File: src/rtl/ft_pkg.sv
// rtl/ft_pkg.sv - shared types and defaults for the lockstep fault-tolerance blocks
package ft_pkg;

   typedef enum logic [1:0] {
      RUN   = 2'd0,
      HOLD  = 2'd1,
      FATAL = 2'd2
   } rec_state_t;

   localparam int DEF_RESET_CYCLES = 4;
   localparam int DEF_MAX_RETRIES  = 3;

endpackage

File: src/rtl/recovery_controller.sv
// rtl/recovery_controller.sv - lockstep mismatch recovery: core reset window, retry budget, result commit
module recovery_controller
   import ft_pkg::*;
#(
   parameter int RESET_CYCLES = DEF_RESET_CYCLES,
   parameter int MAX_RETRIES  = DEF_MAX_RETRIES,
   parameter int DATA_WIDTH   = 32
) (
   input  logic                  clk_i,
   input  logic                  rst_ni,
   input  logic                  result_valid_i,
   input  logic                  signal_i,
   input  logic [DATA_WIDTH-1:0] data_i,
   output logic                  core_rst_no,
   output logic                  data_valid_o,
   output logic [DATA_WIDTH-1:0] data_o,
   output logic [((MAX_RETRIES > 0) ? $clog2(MAX_RETRIES + 1) : 1)-1:0] retry_count_o,
   output logic [15:0]           error_count_o,
   output logic                  fatal_o
);

   // Widths are clamped to one bit so degenerate parameter values still elaborate.
   localparam int RCW = (MAX_RETRIES > 0) ? $clog2(MAX_RETRIES + 1) : 1;
   localparam int HCW = (RESET_CYCLES > 1) ? $clog2(RESET_CYCLES) : 1;

   localparam logic [RCW-1:0] RETRY_LIMIT = RCW'(MAX_RETRIES);
   localparam logic [HCW-1:0] HOLD_LOAD   = HCW'(RESET_CYCLES - 1);

   rec_state_t            state_q, state_d;
   logic [HCW-1:0]        hold_q, hold_d;
   logic [RCW-1:0]        retry_q, retry_d;
   logic [15:0]           err_q, err_d;
   logic [DATA_WIDTH-1:0] data_q, data_d;
   logic                  valid_q, valid_d;
   logic                  core_rst_q, core_rst_d;
   logic                  fatal_q, fatal_d;

   always_ff @(posedge clk_i or negedge rst_ni) begin
      if (!rst_ni) begin
         state_q    <= RUN;
         hold_q     <= '0;
         retry_q    <= '0;
         err_q      <= '0;
         data_q     <= '0;
         valid_q    <= 1'b0;
         core_rst_q <= 1'b0;
         fatal_q    <= 1'b0;
      end else begin
         state_q    <= state_d;
         hold_q     <= hold_d;
         retry_q    <= retry_d;
         err_q      <= err_d;
         data_q     <= data_d;
         valid_q    <= valid_d;
         core_rst_q <= core_rst_d;
         fatal_q    <= fatal_d;
      end
   end

   always_comb begin
      state_d = state_q;
      hold_d  = hold_q;
      retry_d = retry_q;
      err_d   = err_q;
      data_d  = data_q;
      valid_d = 1'b0;

      unique case (state_q)
         RUN: begin
            if (result_valid_i && !signal_i) begin
               data_d  = data_i;
               valid_d = 1'b1;
               retry_d = '0;
            end else if (result_valid_i && signal_i) begin
               if (err_q != 16'hFFFF) begin
                  err_d = err_q + 16'd1;
               end
               if (retry_q == RETRY_LIMIT) begin
                  state_d = FATAL;
               end else begin
                  retry_d = retry_q + RCW'(1);
                  hold_d  = HOLD_LOAD;
                  state_d = HOLD;
               end
            end
         end
         HOLD: begin
            // Cores are in reset here, so anything on the result inputs is stale.
            if (hold_q == '0) begin
               state_d = RUN;
            end else begin
               hold_d = hold_q - HCW'(1);
            end
         end
         FATAL: begin
            state_d = FATAL;
         end
         default: begin
            state_d = FATAL;
         end
      endcase

      // Registered from the next state so the core reset moves on the same edge as the FSM.
      core_rst_d = (state_d == RUN);
      fatal_d    = (state_d == FATAL);
   end

   assign core_rst_no   = core_rst_q;
   assign data_valid_o  = valid_q;
   assign data_o        = data_q;
   assign retry_count_o = retry_q;
   assign error_count_o = err_q;
   assign fatal_o       = fatal_q;

endmodule

File: config.mk
export PLATFORM = sky130hd
export DESIGN_NAME = recovery_controller
export DESIGN_NICKNAME = d
export VERILOG_FILES = /design/src/rtl/ft_pkg.sv /design/src/rtl/recovery_controller.sv
export SDC_FILE = /design/constraint.sdc
export NUM_CORES = 1
export LEC_CHECK = 0
export ABC_AREA = 0
export ABC_CLOCK_PERIOD_IN_PS = 5300
export CAP_MARGIN = 10
export CORE_UTILIZATION = 41
export CTS_BUF_LIST = sky130_fd_sc_hd__clkbuf_4
export DETAILED_ROUTE_END_ITERATION = 12
export PLACE_DENSITY = 0.73
export SYNTH_ARGS = -nofsm -noshare
export SYNTH_HDL_FRONTEND = slang
export SYNTH_SLANG_ARGS = --single-unit
File: constraint.sdc
create_clock -name clk_i -period 5.3 [get_ports clk_i]
set_input_delay 0.795 -clock clk_i [delete_from_list [all_inputs] [get_ports clk_i]]
set_output_delay 0.795 -clock clk_i [all_outputs]
set_load 0.01 [all_outputs]
==> results.toml <==
[sta]
rsz0062_at_grt = "no"
fin_crit_sh_pct = 42.96
fin_skew_ns = 0.01122
setup_viol = 0
final.min_clock_period_ns = 2.277
setup_tns_ns = 0
fin_ws_ns = 3.023
relSlewSlack_pct = 51.94
worst_pin_slew_ns = 0.7208
slew_viol_final = 0
final-hold-violation-count = 0
hold_ws_ns = 0.4726
fmax_ghz = 0.4392

[finish]
area_growth_pct = 44.20
final_cells = 348
drive_gt1_share_pct = 21.38
antenna_cells = 0
final_cell_area_um2 = 3486
layout.nets = 310

[clocking]
postCtsSetupBuffers = 0
insertion_delay_ns = 0.39
path_clk_slew_ns = 0.09
cts.sinks = 57
cts_tree = "yes"
cts_resized = 0
cts_max_level = 3
cts-root-buf = "clkbuf_4"
ctsHoldBuffers = 0
clockBufferDepth = 2
numCtsBuffers = 9

[global_routing]
gr-usage-all-layers_pct = 18.98
grt_pass1_wl_um = 8763
grt_pass1_vias = 1777
grt-ovfl-total = 0
antenna_found_initial = 0
grt_max_degree = 58

[floorplan]
std_cell_rows = 27
die-area_um2 = 6207
dieWidth_um = 78.79
fp.dieH_um = 78.79
io_pins = 89
placeableCoreArea_um2 = 5608
initial_core_util_pct = 43.11

[synthesis]
seq_area_frac_synth_pct = 59.01
ys_seq_elements = 57
synth-main-ff-cell = "dfrtp_1"
synth-edff-count = 0
ys_warn_count = 0
synth_cell_type_count = 34
synthCells = 174
synth_nets = 213
avgSynthCellArea_um2 = 13.89
synth_area_um2 = 2417
synth-async-reset-ratio_pct = 100.0
synth_area_leaders = "dfrtp_1 59%, mux2_2 15%, xor2_1 3.3%"
synth_top_area_share_pct = 59.01
yosys.area.top_type = "dfrtp_1"

[drt]
routed_wl_um = 5181
drtIter0Drc = 70
drc_errors = 0
ant_nets = 0
drt-vias-per-instance = 4.951
firstDrtPassIters = 4
vias = 1723
drt-wirelength-per-cell_um = 14.89

[worst_setup_path]
cp.arrival_ns = 1.48
crit_buf_inv = 1
crit_family = "buffers and inverters"
critPathLaunchType = "register"
cpMaxStageDelayCell = "clkdlybuf4s50_1"
end_kind = "primary output"
cpPeakStageDelay_ns = 0.61
crit_chain = "clkdlybuf4s50_1"
critPathRequiredTime_ns = 4.51
critical_path_class = "register to primary output"
crit_fanout = 5

[power_and_ir_drop]
p_per_area_nw_per_um2 = 488.2
p_leak_nw = 1.491
peakVddDrop_mv = 0.2763

[placed_design]
placed_cells = 332
io_buffers = 88
dp_hpwl_um = 3631
gp_congestion = 0.8298
placed_area_um2 = 3381
pre_cts_ws_ns = 2.650

[status]
status = "completed"

[worst_hold_path]
hp-class = "register to register"

[flow_run]
cap_violations = 0
synthesized netlist by cell type (2+ instances only):
| cell | number |
|---|---|
| a21oi_1 | 2 |
| nor2_1 | 8 |
| a41o_1 | 2 |
| dfrtp_1 | 57 |
| mux2_2 | 32 |
| nand3_1 | 4 |
| o21ai_0 | 2 |
| and3_1 | 3 |
| inv_1 | 5 |
| ha_1 | 3 |
| nor3_1 | 5 |
| nor3b_1 | 2 |
| buf_2 | 4 |
| xor2_1 | 9 |
| nand4_1 | 6 |
| a22o_1 | 2 |
| nand2b_1 | 2 |
| nand2_1 | 5 |
| xnor2_1 | 6 |
report_power, final:
group          switching, mW  internal, mW  leakage [nW]  total [mW]
logic                  0.271         0.457         0.725       0.727
registers              0.114         0.607         0.700       0.720
clock network          0.153         0.102        0.0655       0.254
total                  0.537          1.17          1.49        1.70
cells by family after synthesis:
logic type      synth area share, %
xor+xnor                      5.435
simple gates                  13.15
fa+ha+maj                     1.553
flops                         59.01
buf+inv                       1.605
compound gates                3.882
mux                           15.37
layout by cell type (no fill, tap or decap), drive strengths merged:
cell	Yosys	final
clkdlybuf4s50	0	87
dfrtp	57	57
mux2	33	33
clkbuf	0	11
xor2	9	9
nor2	8	8
nand4	7	7
xnor2	6	6
inv	5	5
nand2	5	5
nor3	5	5
nand3	5	5
clkinv	0	5
and3	3	3
ha	3	3
buf	4	3
nand2b	2	2
a21oi	2	2
a41o	2	2
nor3b	2	2
o21ai	2	2
a22o	2	2
nand4bb	2	2
or3	2	2
nor4	2	2
or3b	1	1
and4bb	1	1
o41ai	1	1
nor4b	1	1
a41oi	1	1
or2	1	1
per-stage QoR:
stage | total power [mW] | utilization [%]
after floorplan | 1.048 | -
after global placement | 1.442 | 60.29
after detailed placement | 1.466 | 60.29
after CTS | 1.726 | 62.16
after global routing | 1.814 | 62.16
final | 1.702 | 62.16
worst register-to-register path: stages, from the launching register on:
cell and delay [ns]:
dfrtp_1 0.44, ha_1 0.24, nand3_4 0.14, o41ai_4 0.58, mux2_1 0.37
final timing paths:
check / start / endpoint / slack [ns] / cells past startpoint
worst max register to register: error_count_o[0] / error_count_o[1] / 3.41 / 4
worst min-delay path: hold_q[0] / hold_q[0] / 0.47 / 1
max in group asynchronous: rst_ni / error_count_o[1] / 4.28 / 2
min in group asynchronous: rst_ni / data_o[14] / 0.53 / 2
worst max-delay path: error_count_o[4] / error_count_o[4] / 3.02 / 1
worst min register to register: hold_q[0] / hold_q[0] / 0.47 / 1
flip-flops by register name (all words and copies together) (netlist names):
register / cells
data_o: 32
retry_count_o: 2
hold_q: 2
state_q: 2
data_valid_o: 1
core_rst_no: 1
fatal_o: 1
error_count_o: 16
area by class of cell:
cell class	instances	area, um^2
clock inverters	5	22.52
inverters	5	18.77
clock buffers	11	82.58
well taps	72	90.09
flip-flops and latches	57	1426
repair buffers	90	890.9
multi-input cells	108	954.7
fillers	466	2122
layer usage:
metal  vias up  global-route usage [%]  share of wire, %
met3        10                   4.023               5.0
met5         -                       0                 0
met2        47                   30.87                50
met1       840                   22.95                43
met4         0                   11.85               2.3
li1        826                       -                 -
Power figures use the tool's default switching activity.
